[src/rtl/ip_cu_ctrl_if.sv]
// ----------------------------------------------------------------------------
// ip_cu_ctrl_if -- handshake and strobe bundle between a CU requester and
// the ip_cu_ctrl sequencer.
//
// Signals:
//   cu_req      requester -> ctrl  operation request (level, held until done)
//   cu_op       requester -> ctrl  opcode: 0 ADD, 1 SUB, 2 MUL, 3 DIV
//   cu_done     ctrl -> requester  one-cycle pulse, datapath product valid
//   cu_busy     ctrl -> requester  high whenever the sequencer is not idle
//   op_*_sm     ctrl -> datapath   state strobes (ini / act / rdy / halt)
//   *_en        ctrl -> datapath   one-hot operation enables
//   cu_abort    requester -> ctrl  abort request   (IP_CU_CTRL_ABORT_EN only)
//   cu_abt      ctrl -> requester  abort pulse      (IP_CU_CTRL_ABORT_EN only)
//
// Modports: master = requester side, slave = ip_cu_ctrl side.
// Optional macro: IP_CU_CTRL_ABORT_EN adds the cu_abort / cu_abt pair.
// ----------------------------------------------------------------------------
interface ip_cu_ctrl_if;

    logic       cu_req;
    logic [1:0] cu_op;
    logic       cu_done;
    logic       cu_busy;
    logic       op_ini_sm;
    logic       op_act_sm;
    logic       op_rdy_sm;
    logic       op_halt_sm;
    logic       add_en;
    logic       sub_en;
    logic       mul_en;
    logic       div_en;
`ifdef IP_CU_CTRL_ABORT_EN
    logic       cu_abort;
    logic       cu_abt;
`endif

`ifdef IP_CU_CTRL_ABORT_EN
    modport master (
        output cu_req, cu_op, cu_abort,
        input  cu_done, cu_busy, op_ini_sm, op_act_sm, op_rdy_sm, op_halt_sm,
               add_en, sub_en, mul_en, div_en, cu_abt
    );

    modport slave (
        input  cu_req, cu_op, cu_abort,
        output cu_done, cu_busy, op_ini_sm, op_act_sm, op_rdy_sm, op_halt_sm,
               add_en, sub_en, mul_en, div_en, cu_abt
    );
`else
    modport master (
        output cu_req, cu_op,
        input  cu_done, cu_busy, op_ini_sm, op_act_sm, op_rdy_sm, op_halt_sm,
               add_en, sub_en, mul_en, div_en
    );

    modport slave (
        input  cu_req, cu_op,
        output cu_done, cu_busy, op_ini_sm, op_act_sm, op_rdy_sm, op_halt_sm,
               add_en, sub_en, mul_en, div_en
    );
`endif

endinterface

[src/rtl/ip_cu_ctrl.sv]
// ----------------------------------------------------------------------------
// ip_cu_ctrl -- sequencer for a small arithmetic unit (ADD/SUB/MUL/DIV).
//
// Walks IDLE -> INI -> [ACT x N] -> RDY -> HALT -> IDLE for each request and
// drives state strobes plus one-hot operation enables to an external datapath.
// ADD/SUB skip ACT; MUL spends ALU_SZ cycles and DIV ALU_SZ+EXD_SZ cycles in
// ACT. All outputs come straight from flops.
//
// Parameters:
//   ALU_SZ   datapath arithmetic width (MUL iteration count)
//   EXD_SZ   extended dividend width (extra DIV iterations)
//
// Ports:
//   pclk     pixel clock, sole clock, rising edge
//   prst     synchronous active-high reset
//   cu       ip_cu_ctrl_if.slave bundle (request, opcode, done, busy,
//            state strobes, operation enables)
//
// Optional macro: IP_CU_CTRL_ABORT_EN -- cu_abort sampled in INI or ACT jumps
// straight to HALT (no RDY, no cu_done) and pulses cu_abt for one cycle.
// ----------------------------------------------------------------------------
module ip_cu_ctrl #(
    parameter int ALU_SZ = 8,
    parameter int EXD_SZ = 1
) (
    input  logic          pclk,
    input  logic          prst,
    ip_cu_ctrl_if.slave   cu
);

    localparam int CNT_W = $clog2(ALU_SZ + EXD_SZ + 1);

    localparam logic [CNT_W-1:0] MUL_LEN = CNT_W'(ALU_SZ);
    localparam logic [CNT_W-1:0] DIV_LEN = CNT_W'(ALU_SZ + EXD_SZ);

    typedef enum logic [1:0] {
        OP_ADD = 2'd0,
        OP_SUB = 2'd1,
        OP_MUL = 2'd2,
        OP_DIV = 2'd3
    } op_e;

    typedef enum logic [2:0] {
        S_IDLE,
        S_INI,
        S_ACT,
        S_RDY,
        S_HALT
    } state_e;

    typedef struct packed {
        logic done;
        logic busy;
        logic ini;
        logic act;
        logic rdy;
        logic halt;
        logic add_en;
        logic sub_en;
        logic mul_en;
        logic div_en;
`ifdef IP_CU_CTRL_ABORT_EN
        logic abt;
`endif
    } out_t;

    state_e           state, state_nx;
    op_e              op_q, op_nx;
    logic [CNT_W-1:0] cnt, cnt_nx;
    out_t             out_q, out_nx;

    // Number of ACT cycles an opcode needs; zero means go straight to RDY.
    function automatic logic [CNT_W-1:0] act_len(input op_e op);
        case (op)
            OP_MUL:  act_len = MUL_LEN;
            OP_DIV:  act_len = DIV_LEN;
            default: act_len = '0;
        endcase
    endfunction

    // ------------------------------------------------------------------
    // Next-state, counter and next-output decode
    // ------------------------------------------------------------------
    always_comb begin
        // NOTE: every variable gets a default first so no path infers a latch.
        state_nx = state;
        op_nx    = op_q;
        cnt_nx   = cnt;
        out_nx   = '0;

        unique case (state)
            S_IDLE: begin
                if (cu.cu_req) begin
                    // Opcode is captured here and ignored until back in IDLE.
                    state_nx = S_INI;
                    op_nx    = op_e'(cu.cu_op);
                    cnt_nx   = act_len(op_e'(cu.cu_op));
                end
            end

            S_INI: begin
                if (cnt == '0) begin
                    state_nx = S_RDY;
                end else begin
                    state_nx = S_ACT;
                end
            end

            S_ACT: begin
                // Counter holds N on ACT entry; leaving when it hits 1 gives
                // exactly N ACT cycles and lands RDY with the count at 0.
                cnt_nx = cnt - 1'b1;
                if (cnt <= CNT_W'(1)) begin
                    state_nx = S_RDY;
                end
            end

            S_RDY: begin
                state_nx = S_HALT;
            end

            S_HALT: begin
                if (!cu.cu_req) begin
                    state_nx = S_IDLE;
                end
            end

            default: begin
                state_nx = S_IDLE;
                cnt_nx   = '0;
            end
        endcase

`ifdef IP_CU_CTRL_ABORT_EN
        // Abort overrides the normal INI/ACT progression and skips RDY.
        if (cu.cu_abort && (state == S_INI || state == S_ACT)) begin
            state_nx   = S_HALT;
            cnt_nx     = '0;
            out_nx.abt = 1'b1;
        end
`endif

        // Outputs are decoded from the next state so they leave flops
        // aligned with the state register.
        out_nx.busy = (state_nx != S_IDLE);
        out_nx.ini  = (state_nx == S_INI);
        out_nx.act  = (state_nx == S_INI) || (state_nx == S_ACT) || (state_nx == S_RDY);
        out_nx.rdy  = (state_nx == S_RDY);
        out_nx.done = (state_nx == S_RDY);
        out_nx.halt = (state_nx == S_HALT);

        if (state_nx != S_IDLE) begin
            out_nx.add_en = (op_nx == OP_ADD);
            out_nx.sub_en = (op_nx == OP_SUB);
            out_nx.mul_en = (op_nx == OP_MUL);
            out_nx.div_en = (op_nx == OP_DIV);
        end
    end

    // ------------------------------------------------------------------
    // State, counter, opcode and output registers
    // ------------------------------------------------------------------
    // NOTE: sequential state uses non-blocking assignments so every flop
    // samples pre-edge values regardless of statement order.
    always_ff @(posedge pclk) begin
        if (prst) begin
            state <= S_IDLE;
            op_q  <= OP_ADD;
            cnt   <= '0;
            out_q <= '0;
        end else begin
            state <= state_nx;
            op_q  <= op_nx;
            cnt   <= cnt_nx;
            out_q <= out_nx;
        end
    end

    assign cu.cu_done    = out_q.done;
    assign cu.cu_busy    = out_q.busy;
    assign cu.op_ini_sm  = out_q.ini;
    assign cu.op_act_sm  = out_q.act;
    assign cu.op_rdy_sm  = out_q.rdy;
    assign cu.op_halt_sm = out_q.halt;
    assign cu.add_en     = out_q.add_en;
    assign cu.sub_en     = out_q.sub_en;
    assign cu.mul_en     = out_q.mul_en;
    assign cu.div_en     = out_q.div_en;
`ifdef IP_CU_CTRL_ABORT_EN
    assign cu.cu_abt     = out_q.abt;
`endif

endmodule

[src/flat_wrapper.sv]
// flat-port wrapper written by rule: the top's interface ports become plain ports
module ip_cu_ctrl_flat 
#(
    parameter int ALU_SZ = 8,
    parameter int EXD_SZ = 1
)
  (pclk, prst, cu_cu_req, cu_cu_op, cu_cu_done, cu_cu_busy, cu_op_ini_sm, cu_op_act_sm, cu_op_rdy_sm, cu_op_halt_sm, cu_add_en, cu_sub_en, cu_mul_en, cu_div_en);
  ip_cu_ctrl_if cu_i ();
  input  logic pclk;
  input  logic prst;
  input wire logic [$bits(cu_i.cu_req)-1:0] cu_cu_req;
  input wire logic [$bits(cu_i.cu_op)-1:0] cu_cu_op;
  output wire logic [$bits(cu_i.cu_done)-1:0] cu_cu_done;
  output wire logic [$bits(cu_i.cu_busy)-1:0] cu_cu_busy;
  output wire logic [$bits(cu_i.op_ini_sm)-1:0] cu_op_ini_sm;
  output wire logic [$bits(cu_i.op_act_sm)-1:0] cu_op_act_sm;
  output wire logic [$bits(cu_i.op_rdy_sm)-1:0] cu_op_rdy_sm;
  output wire logic [$bits(cu_i.op_halt_sm)-1:0] cu_op_halt_sm;
  output wire logic [$bits(cu_i.add_en)-1:0] cu_add_en;
  output wire logic [$bits(cu_i.sub_en)-1:0] cu_sub_en;
  output wire logic [$bits(cu_i.mul_en)-1:0] cu_mul_en;
  output wire logic [$bits(cu_i.div_en)-1:0] cu_div_en;
  assign cu_i.cu_req = cu_cu_req;
  assign cu_i.cu_op = cu_cu_op;
  assign cu_cu_done = cu_i.cu_done;
  assign cu_cu_busy = cu_i.cu_busy;
  assign cu_op_ini_sm = cu_i.op_ini_sm;
  assign cu_op_act_sm = cu_i.op_act_sm;
  assign cu_op_rdy_sm = cu_i.op_rdy_sm;
  assign cu_op_halt_sm = cu_i.op_halt_sm;
  assign cu_add_en = cu_i.add_en;
  assign cu_sub_en = cu_i.sub_en;
  assign cu_mul_en = cu_i.mul_en;
  assign cu_div_en = cu_i.div_en;
  ip_cu_ctrl #(.ALU_SZ(ALU_SZ), .EXD_SZ(EXD_SZ)) u_core (.pclk(pclk), .prst(prst), .cu(cu_i));
endmodule
[config.mk]
export PLATFORM = sky130hd
export DESIGN_NAME = ip_cu_ctrl_flat
export DESIGN_NICKNAME = d
export VERILOG_FILES = /design/src/rtl/ip_cu_ctrl_if.sv /design/src/rtl/ip_cu_ctrl.sv /design/src/flat_wrapper.sv
export SDC_FILE = /design/constraint.sdc
export NUM_CORES = 1
export LEC_CHECK = 0
export CORE_MARGIN = 2
export CORE_UTILIZATION = 52
export CTS_BUF_LIST = sky130_fd_sc_hd__clkbuf_2
export CTS_CLUSTER_SIZE = 8
export DETAILED_ROUTE_END_ITERATION = 8
export PLACE_DENSITY = 0.79
export REMOVE_ABC_BUFFERS = 1
export SYNTH_ARGS = -nofsm -noshare
export SYNTH_HDL_FRONTEND = slang
export SYNTH_SLANG_ARGS = --single-unit
[constraint.sdc]
create_clock -name pclk -period 1.82 [get_ports pclk]
set_input_delay 0.273 -clock pclk [delete_from_list [all_inputs] [get_ports pclk]]
set_output_delay 0.273 -clock pclk [all_outputs]
set_load 0.1 [all_outputs]
-- After elaboration in Yosys (flattened, before gate mapping)
Index checks and enable logic that the tools add are counted.
- $add $sub $neg: 1
- multipliers: 0
- div/mod/pow operators: 0
- order comparisons: 1
- equal/unequal tests: 14
- shift operators: 0
- multiplexer cells: 10
- bitwise operators: 2
- reductions and logical operators: 9
- operators with widths (operator ; number):
    $pmux 3 s5 ; 1
    $eq 3x2->1 const B ; 4
    $pmux 4 s3 ; 1
    $mux 3 ; 3
    $eq 2x2->1 const B ; 4
    $pmux 4 s2 ; 1
    $eq 3x1->1 const B ; 2
    $eq 3x3->1 const B ; 2
    $le 4x1->1 const B ; 1
    $logic_not 4->1 ; 1
    $mux 2 ; 2
    $mux 4 ; 1
    $sub 4x1->4 const B ; 1
    $logic_not 3->1 ; 1
    $reduce_bool 3->1 ; 1
    $reduce_or 3->1 ; 1
    $eq 2x1->1 const B ; 1
    $logic_not 2->1 ; 1
    $logic_or 1x1->1 ; 2
    $ne 2x2->1 const B ; 1
    $not 1->1 ; 2
    $reduce_and 2->1 ; 1
    $reduce_or 2->1 ; 1
    $mux 1 ; 1
- register bits: 18
- latch bits: 0
- memory bits (writable): 0
- ROM bits: 0
- input port bits: 5
- output and inout bits: 10
- logic and storage cells: 49
- memories kept: 0

-- Logic depth before layout (Yosys ltp)
Gate-level depths: netlist of the first run.
- word-level depth: 6
- gate-level depth with buffers: 6
- depth with buffers taken out: 6

-- Least setup slack after synthesis of the first run
OpenSTA, ideal clock, no wires.
- kind: reg-to-output
- from: register u_core.out_q, in the netlist u_core.cu.op_rdy_sm
- to: output port cu_op_rdy_sm
- arrival: 1356 ps
- data required time: 1547 ps
- slack: 191 ps
- cell stages (with the launch flop): 2
- buffers on the path: 1
- path through: dfxtp_1 buf_4
- RTL lines (what ; RTL line ; RTL):
    start, declared ; ip_cu_ctrl.sv:70 ; out_t out_q, out_nx;
    start signal, assigned ; ip_cu_ctrl.sv:175 ; out_q <= out_nx;
    end, declared ; flat_wrapper.sv:17 ; output wire logic [$bits(cu_i.op_rdy_sm)-1:0] cu_op_rdy_sm;
No word-level cell between the ends.

-- Worst setup path after layout of the first run
- from: register u_core.state[2]
- to: register u_core.cnt[2]
- word-level cells in the longest chain between the ends: 4
- elaborated cells on any way between the ends: 10
- classes of those cells: 5 x eq/ne; 1 x mux; 1 x bitwise; 3 x reduce/logical
- RTL lines (what ; RTL line ; RTL):
    start, declared ; ip_cu_ctrl.sv:67 ; state_e state, state_nx;
    start signal, assigned ; ip_cu_ctrl.sv:172 ; state <= state_nx;
    parallel branches: the longest is 4 deep, another holds $pmux 4 s3 ; n/a ;
    end signal, assigned ; ip_cu_ctrl.sv:174 ; cnt <= cnt_nx;
    end, declared ; ip_cu_ctrl.sv:69 ; logic [CNT_W-1:0] cnt, cnt_nx;
Several ways; the timed one is not identified.
A chain may end at the register's enable or synchronous reset.

==> qor.yml, run 1 <==
global_route:
  grt_max_degree: 14
  grt_pass1_wl_um: 2500
  grt_pass1_vias: 613
  grt-ovfl-total: 0
  gr-usage-all-layers_pct: 18.0
  antenna_found_initial: 0
worst_setup_path:
  end_kind: "flop"
  critPathMaxFanout: 13
  startpoint_type: "flop"
  crit_buf_inv: 0
  cp_slowest_stage_delay_ns: 0.67
  crit_family: "flip-flops"
  slowest_stage: "dfxtp_1"
  arrival_ns: 1.78
  cp_data_required_time_ns: 2.00
  cp_cell_sequence: "nand2b_1 > o211ai_1 > xor2_1 > a2111oi_1"
  path_class: "flop to flop"
route:
  ant_nets: 0
  drt_iter0_markers: 11
  first_pass_iters: 4
  routedWlPerCell_um: 12.9
  vias_per_cell: 5.43
  vias: 635
  route.detailed.drc: 0
  wl_um: 1510
timing:
  slew_headroom_pct: 66.3
  slew_violations: 0
  final_hold_viol_count: 0
  setup_tns_ns: 0
  worstMarginPinSlew_ns: 0.505
  period_minus_slack_ns: 1.60
  finalClockSkew_ns: 0.00348
  fmax_mhz: 623
  grt_setup_unrepaired: "false"
  holdWs_ns: 0.494
  setup_viol: 0
  min_period_over_period_pct: 88.2
outcome:
  status: "complete, no violations"
clocking:
  cts.clk_slew.worst_paths_ns: 0.16
  cts_hold_buf: 0
  h-tree-depth: 1
  numCtsBuffers: 3
  clock-root-buffer: "clkbuf_2"
  post_cts_buffers: 0
  ctsResizeCount: 0
  clk_path_buf_depth: 2
  cts_tree: "done"
  numClockSinks: 18
  clock_latency_ns: 0.28
finish:
  final_util_pct: 64.2
  antenna_cells: 0
  fillers: 142
  syn_to_final_growth_pct: 17.5
  drive_above_1_share_pct: 23.8
  layout_commonest_cell: "dfxtp_1"
  final_cell_mix: "dfxtp_1, nor2_1, buf_4, a21oi_1"
  fin_nets: 110
power:
  pwr-share-comb_pct: 57.0
  p_per_area_nw_per_um2: 1930
  p_sw_share_pct: 50.6
  clkPwrFrac_pct: 8.9
  p_int_uw: 911
  power.leakage_nw: 0.406
  vdd_drop_max_mv: 0.937
  switchingPower_uw: 934
  power_mw: 1.85
  pwr-share-seq_pct: 34.1
logic_synthesis:
  synthFlopType: "dfxtp_1"
  yosysUniqueCellTypes: 34
  synth-async-reset-ratio_pct: 0
  synth-seq-cells: 18
  avgSynthCellArea_um2: 9.57
  seq_area_frac_synth_pct: 44.3
  synth_area_um2: 813
  synth_edf_count: 0
  syn_inst: 85
  synth_warnings: 0
place:
  port_buffers: 14
  hpwlAfterDp_um: 1170
  place_congestion: 0.755
die:
  die-area_um2: 1900
  num_rows: 14
  ios: 15
  die_w_um: 43.5
  core_um2: 1490
  fp.dieH_um: 43.5
  start_util_pct: 54.6
run:
  drv_cap: 0
min_path:
  hp-class: "flop to flop"
==> routing by layer <==
metal  routed length [um]  GRT usage [%]  vias up
met5                    0              0        -
met4                   19           9.70        0
met3                   46           4.17        4
met2                  758           29.4        8
met1                  684           21.9      300
li1                     -              -      323
==> final timing paths <==
path	startpoint	to	slack, ns	cells after the start
max	u_core.state[2]$_SDFF_PP0_	u_core.cnt[2]$_SDFFE_PP0P_	0.22	4
min reg2reg	u_core.cnt[3]$_SDFFE_PP0P_	u_core.cnt[3]$_SDFFE_PP0P_	0.49	2
max reg2reg	u_core.state[2]$_SDFF_PP0_	u_core.cnt[2]$_SDFFE_PP0P_	0.22	4
min	u_core.cnt[3]$_SDFFE_PP0P_	u_core.cnt[3]$_SDFFE_PP0P_	0.49	2
==> registers in the layout (all words and copies together) (netlist names) <==
signal and count:
u_core.cu.sub_en 1, u_core.cu.add_en 1, u_core.cu.op_halt_sm 1, u_core.cu.op_act_sm 1
u_core.cu.op_rdy_sm 1, u_core.cu.op_ini_sm 1, u_core.state 3, u_core.cnt 4
u_core.cu.mul_en 1, u_core.cu.div_en 1, u_core.op_q 2, u_core.cu.cu_busy 1
==> power by group through the flow <==
stage / Combinational [mW] / Sequential, mW / Clock, mW
floorplan: 0.443 / 0.993 / 0
global placement: 1.03 / 0.627 / 0
detailed placement: 1.06 / 0.631 / 0
CTS: 1.06 / 0.623 / 0.169
global route: 1.14 / 0.647 / 0.181
finish: 1.05 / 0.629 / 0.164
==> stage by stage <==
stage,instance area (um^2),cells,setup WS [ns]
detailed placement,935,113,0.0777
global route,956,117,0.0269
CTS,953,117,0.174
finish,956,117,0.216
global placement,935,113,0.178
floorplan,769,79,-0.00618
==> Yosys cell counts (all sizes together) (3+ instances only) <==
master	number	share of area (%)
ha	3	4.6
o21ai	5	3.5
nor2	15	6.9
buf	5	4.9
a211oi	3	2.8
dfxtp	18	44
or2	3	2.3
a21oi	5	3.1
inv	4	1.8
==> kinds of logic after synthesis <==
family          after synthesis  synth area share (%)
mux                           1                  1.23
compound gates               19                  15.5
simple gates                 32                  24.9
xor+xnor                      2                  2.15
fa+ha+maj                     3                  4.62
buf+inv                      10                  7.23
flops                        18                  44.3
==> layout make-up <==
| type | instances | area, um^2 | area share [%] |
|---|---|---|---|
| Clock inverter | 1 | 3.75 | 0.393 |
| Timing Repair Buffer | 18 | 145 | 15.2 |
| Tap cell | 16 | 20.0 | 2.09 |
| Inverter | 4 | 15.0 | 1.57 |
| Clock buffer | 3 | 15.0 | 1.57 |
| Sequential cell | 18 | 363 | 38.0 |
| Multi-Input combinational cell | 57 | 394 | 41.2 |
==> worst register-to-register path, cell delays in order, from the launching register on <==
cell	delay, ns
dfxtp_1	0.67
nand2b_1	0.21
o211ai_1	0.11
xor2_1	0.16
a2111oi_1	0.34
Note: power is estimated with default switching activity, not from simulation.
==> run 2: changes to the inputs <==
CAP_MARGIN = 20   (was unset)
==> results of run 2 <==
Same layout as run 1: the final DEF is identical, and so are final timing and power.
==> run 3: changes to the inputs <==
CELL_PAD_IN_SITES_DETAIL_PLACEMENT = 1   (was unset)
CELL_PAD_IN_SITES_GLOBAL_PLACEMENT = 2   (was unset)
CORE_UTILIZATION = 32   (was 52)
HOLD_SLACK_MARGIN = 0.05   (was unset)
PLACE_DENSITY = unset   (was 0.79)
PLACE_DENSITY_LB_ADDON = 0.1   (was unset)
==> run 3 against run 2 <==
Net effect:
- count of clock-buffer cells in the layout stayed put
- register-to-register slack hardly changed
- critical path type unchanged
- largest cell class unchanged
- first-iteration DRC count is 36% lower
- non-clock buffer count is 1 higher
- combinational power hardly changed
- highest routed layer unchanged
- sequential share of layout area is 1.1 points lower
==> qor.yml, run 3 (synthesis results as in run 1) <==
clocking:
  cts_hold_buf: 0  # unchanged
  cts_tree: "done"
  numCtsBuffers: 3  # unchanged
  h-tree-depth: 1  # unchanged
  post_cts_buffers: 0  # unchanged
  clk_path_buf_depth: 2  # unchanged
  clock_latency_ns: 0.31  # +0.03 ns
  cts.clk_slew.worst_paths_ns: 0.18  # +0.02 ns
  clock-root-buffer: "clkbuf_2"
  ctsResizeCount: 0  # unchanged
  numClockSinks: 18  # unchanged
timing:
  period_minus_slack_ns: 1.61  # +0.0104 ns
  worstMarginPinSlew_ns: 0.509  # +0.00443 ns
  finalClockSkew_ns: 0.00289  # -0.000589 ns
  grt_setup_unrepaired: "false"
  setup_ws_ns: 0.205  # -0.0104 ns
  holdWs_ns: 0.521  # +0.0266 ns
  min_period_over_period_pct: 88.7  # +0.57 points
  slew_violations: 0  # unchanged
  slew_headroom_pct: 66.0  # -0.30 points
  setup_viol: 0  # unchanged
  fmax_mhz: 619  # -0.65%
  final_hold_viol_count: 0  # unchanged
finish:
  fin_nets: 111  # +0.91%
  largest_reg_flops: 4  # unchanged
  regArea_um2: 360  # -0.69%
  multi_input_area_um2: 394  # unchanged
  fillers: 290  # +100%
  drive_above_1_share_pct: 22.5  # -1.2 points
  antenna_cells: 0  # unchanged
  layout_commonest_cell: "dfxtp_1"
  regMostFlops: "u_core.cnt"
  final_util_pct: 40.2  # -24 points
  reg.largest.list: "u_core.cnt: 4 flops, u_core.state: 3 flops, u_core.op_q: 2 flops"
  fin_cells: 132  # +13%
  final_cell_mix: "dfxtp_1, nor2_1, buf_4, a21oi_1"
  syn_to_final_growth_pct: 20.3
min_path:
  hp-class: "flop to flop"
  min_from: "u_core.cnt[3]$_SDFFE_PP0P_"
worst_setup_path:
  rr_startpoint: "u_core.state[1]$_SDFF_PP0_"
  critPathLaunch: "u_core.state[1]$_SDFF_PP0_"
  end_kind: "flop"
  path_class: "flop to flop"
  cp_data_required_time_ns: 2.03  # +0.03 ns
  critPathMaxFanout: 10  # -3
  arrival_ns: 1.83  # +0.05 ns
  reg2reg_slack_ns: 0.21  # about the same
  startpoint_type: "flop"
route:
  vias_per_cell: 5.08  # -6.3%
  vias: 671  # +5.7%
  first_pass_iters: 4  # unchanged
  routedWlPerCell_um: 13.9  # +7.9%
  wl_um: 1840  # +22%
  ant_nets: 0  # unchanged
  route.detailed.drc: 0  # unchanged
  drt_iter0_markers: 7  # -4
die:
  core_um2: 2430  # +63%
  num_rows: 18  # +4
  die-area_um2: 2960  # +56%
  fp.dieH_um: 54.4  # +25%
  ios: 15  # unchanged
  start_util_pct: 33.4  # -21 points
  die_w_um: 54.4  # +25%
power:
  power_mw: 1.86  # +0.89%
  vdd_drop_max_mv: 0.881  # -5.9%
  p_per_area_nw_per_um2: 1900  # -1.4%
  power.leakage_nw: 0.410  # +1.0%
outcome:
  status: "complete, no violations"
global_route:
  grt_pass1_vias: 652  # +6.4%
  grt_pass1_wl_um: 2950  # +18%
  antenna_found_initial: 0  # unchanged
  gr-usage-all-layers_pct: 14.5  # -3.6 points
  grt_max_degree: 14  # unchanged
  grt-ovfl-total: 0  # unchanged
run:
  drv_cap: 0  # unchanged
place:
  place_ws_ns: 0.0844  # +0.00665 ns
  port_buffers: 14  # unchanged
  hpwlAfterDp_um: 1420  # +22%
  place_congestion: 0.726  # -3.8%
  placed_cells: 128  # +13%
-- run 3: cell count changes in the layout (fill, tap and decap cells not counted), sizes merged --
cell,previous run,this run
buf,14,15
-- run 3: path summary, 6_finish.rpt --
path	to	cells after the start
setup / recovery	u_core.cnt[2]$_SDFFE_PP0P_	4
hold reg to reg	u_core.cnt[3]$_SDFFE_PP0P_	2
setup reg to reg	u_core.cnt[2]$_SDFFE_PP0P_	4
hold / removal	u_core.cnt[3]$_SDFFE_PP0P_	2
-- run 3: metal layers --
metal,track usage [%],wire length [um],vias up
li1,-,-,328
met1,17.7,864,330
met2,22.9,885,9
met3,3.28,48,4
met4,8.75,38,0
met5,0,0,-
-- run 3: through the flow --
stage               instance area (um^2)  setup TNS, ns
floorplan                            769        -0.0124
global placement                     960              0
detailed placement                   960              0
CTS                                  978              0
global route                         978              0
finish                               978              0
-- run 3: critical path, stage by stage (launching register included) --
cell and delay [ns]:
dfxtp_1 0.60, or2_1 0.30, o211ai_1 0.15, xor2_1 0.16, a2111oi_1 0.32
-- run 3: final cells by class --
class / instances / share of cell area, %
Multi-Input combinational cell: 57 / 40.3
Sequential cell: 18 / 36.8
Timing Repair Buffer: 19 / 15.6
Tap cell: 30 / 3.84
Clock buffer: 3 / 1.53
Inverter: 4 / 1.53
Clock inverter: 1 / 0.384
-- run 3: where the power goes --
| part | switching (mW) | internal [mW] |
|---|---|---|
| combinational | 0.709 | 0.355 |
| clock | 0.131 | 0.0478 |
| sequential | 0.113 | 0.506 |
| total | 0.953 | 0.909 |
==> RTL change, RTL diff (flow settings as in run 1) <==
Encoding of `state_e`: now one-hot (5 bits for 5 states).
--- a/src/rtl/ip_cu_ctrl.sv
+++ b/src/rtl/ip_cu_ctrl.sv
@@ -40,12 +40,12 @@
         OP_DIV = 2'd3
     } op_e;
 
-    typedef enum logic [2:0] {
-        S_IDLE,
-        S_INI,
-        S_ACT,
-        S_RDY,
-        S_HALT
+    typedef enum logic [4:0] {
+        S_IDLE = 5'b00001,
+        S_INI  = 5'b00010,
+        S_ACT  = 5'b00100,
+        S_RDY  = 5'b01000,
+        S_HALT = 5'b10000
     } state_e;
 
     typedef struct packed {
Function: no difference found for any inputs over 10 cycles, from zero or initial values and one cycle with prst high; not proved beyond that.
==> RTL change against run 1 <==
Clock power is 8% higher. Cell area grew 35%. Power fell by 47%. Core utilization is 3.2 points higher. Worst setup slack got worse by 0.21 ns. Final cell count rose by 48%. Synthesized cell count rose by 41%. Area after synthesis increased by 27%. Sequential cell count increased by 2. Count of clock-buffer cells in the layout stayed put. Routed wire length up 41%.
==> RTL change: results (changes against run 1) <==
Routed vias - 945 (+49%)
Arrival time at the worst endpoint - 2.05 ns (+0.27 ns)
Met3 Use GR - 0.0370 (-0.00463)
Pre-CTS WS - -0.0274 ns (-0.105 ns)
Routed WL per cell - 12.3 um (-4.5%)
Critical-path top delay cell - or3_4
Buffering overhead - 0.185 (+0.0327)
Synth Area in Adders - 0.0363 (-0.00983)
Clk sink count - 20 (+2)
Final #Nets - 155 (+41%)
Clk pwr - 0.177 mW (+8%)
Multi-input combinational area share - 0.445 (+0.0331)
Library cells used by synthesis - 39 (+15%)
Number of non-clock inverters - 6 (+2)
Initial drt markers - 50 (+39)
DPL Wire Length - 1640 um (+41%)
Comb pwr share - 0.326 (-0.244)
Ys Warns - 0 (unchanged)
Worst hold slack - 0.516 ns (+0.0216 ns)
Placed instance area - 0.00124 mm^2 (+33%)
Placer Congestion - 0.817 (+8.2%)
Post-synth top cells - dfxtp_1, nor2_1, nand2_1
First-pass GRT wire length - 3560 um (+43%)
Clk_lat worst skew - 0.29 ns
Die width - 48.6 um (+12%)
Routed met3 length - 123 um (+170%)
Met2 wire length - 984 um (+30%)
Post-synthesis mux area share - 0.0448 (+0.0325)
Layout cell share with drive strength beyond 1 - 0.288 (+0.0500)
Overall Power - 0.978 mW (-47%)
Area growth syn-to-layout - 25.3%
Family with the most delay on the worst path - simple AND/OR/NAND/NOR gates
Multi-input gates - 86 (+51%)
Minimum clock period after layout - 1.81 ns (+0.205 ns)
Largest net degree at the start of global routing - 12 (-2)
IR drop worst, VDD - 427 uV (-54%)
Cell-internal power - 0.626 mW (-31%)
Vias in the first global route - 844 (+38%)
Status - finished, final reports clean
CTS clock-pin slew for the worst setup and hold paths - 0.19 ns (+0.03 ns)
Non-CTS buffers - 30 (+12)
Flop2flop setup slack - 0.01 ns (-0.21 ns)
Clock skew - 0.00742 ns (+0.00394 ns)
Total GRT Usage - 0.189 (+0.00894)
GR Util met1 - 0.255 (+0.0366)
CP Max Fanout - 5 (-8)
Fill cells - 170 (+20%)
Clock buf/inv share - 0.0145 (-0.00514)
XOR/XNOR share of the synthesized area - 0.0169 (-0.00459)
Sequential fraction of the synthesis area - 0.387 (-0.0557)
Post-Synthesis Cells - 120 (+41%)
Biggest regs - u_core.state: 5 flops, u_core.cnt: 4 flops, u_core.op_q: 2 flops
Worst-Margin Slew - 0.332 ns (-0.173 ns)
GRT met2 Usage - 0.315 (+0.0207)
Slowest stage delay, CP - 0.42 ns (-0.25 ns)
Fin cells - 173 (+48%)
Port buffer count - 14 (unchanged)
Leak - 0.529 nW (+31%)
Synth Area in Compound Gates - 0.171 (+0.0153)
## RTL change: changes by cell type in the layout (fill, tap and decap cells not counted), sizes merged, moves of 3 or more
cell	run 1	this run
nor3	2	7
buf	14	26
nand2	1	8
nor4	0	3
or3	0	6
o21ai	5	2
## RTL change: timing repair
action | 4_1_cts | 5_1_grt
setup endpoints to repair | 3 | 7
hold buffers | 0 | 0
pin swaps | 0 | 2
gates resized for setup | 3 | 4
setup buffers | 0 | 1
## RTL change: path summary, 6_finish.rpt
path                           end            start  cells past startpoint
setup / recovery  u_core.cu.mul_en  u_core.state[2]                      4
hold / removal       u_core.cnt[1]    u_core.cnt[1]                      2
setup reg to reg  u_core.cu.mul_en  u_core.state[2]                      4
hold reg to reg      u_core.cnt[1]    u_core.cnt[1]                      2
## RTL change: tightest hold or removal path: stages (launching register included)
cell	delay [ns]
dfxtp_1	0.36
o21ai_0	0.07
a21oi_1	0.06
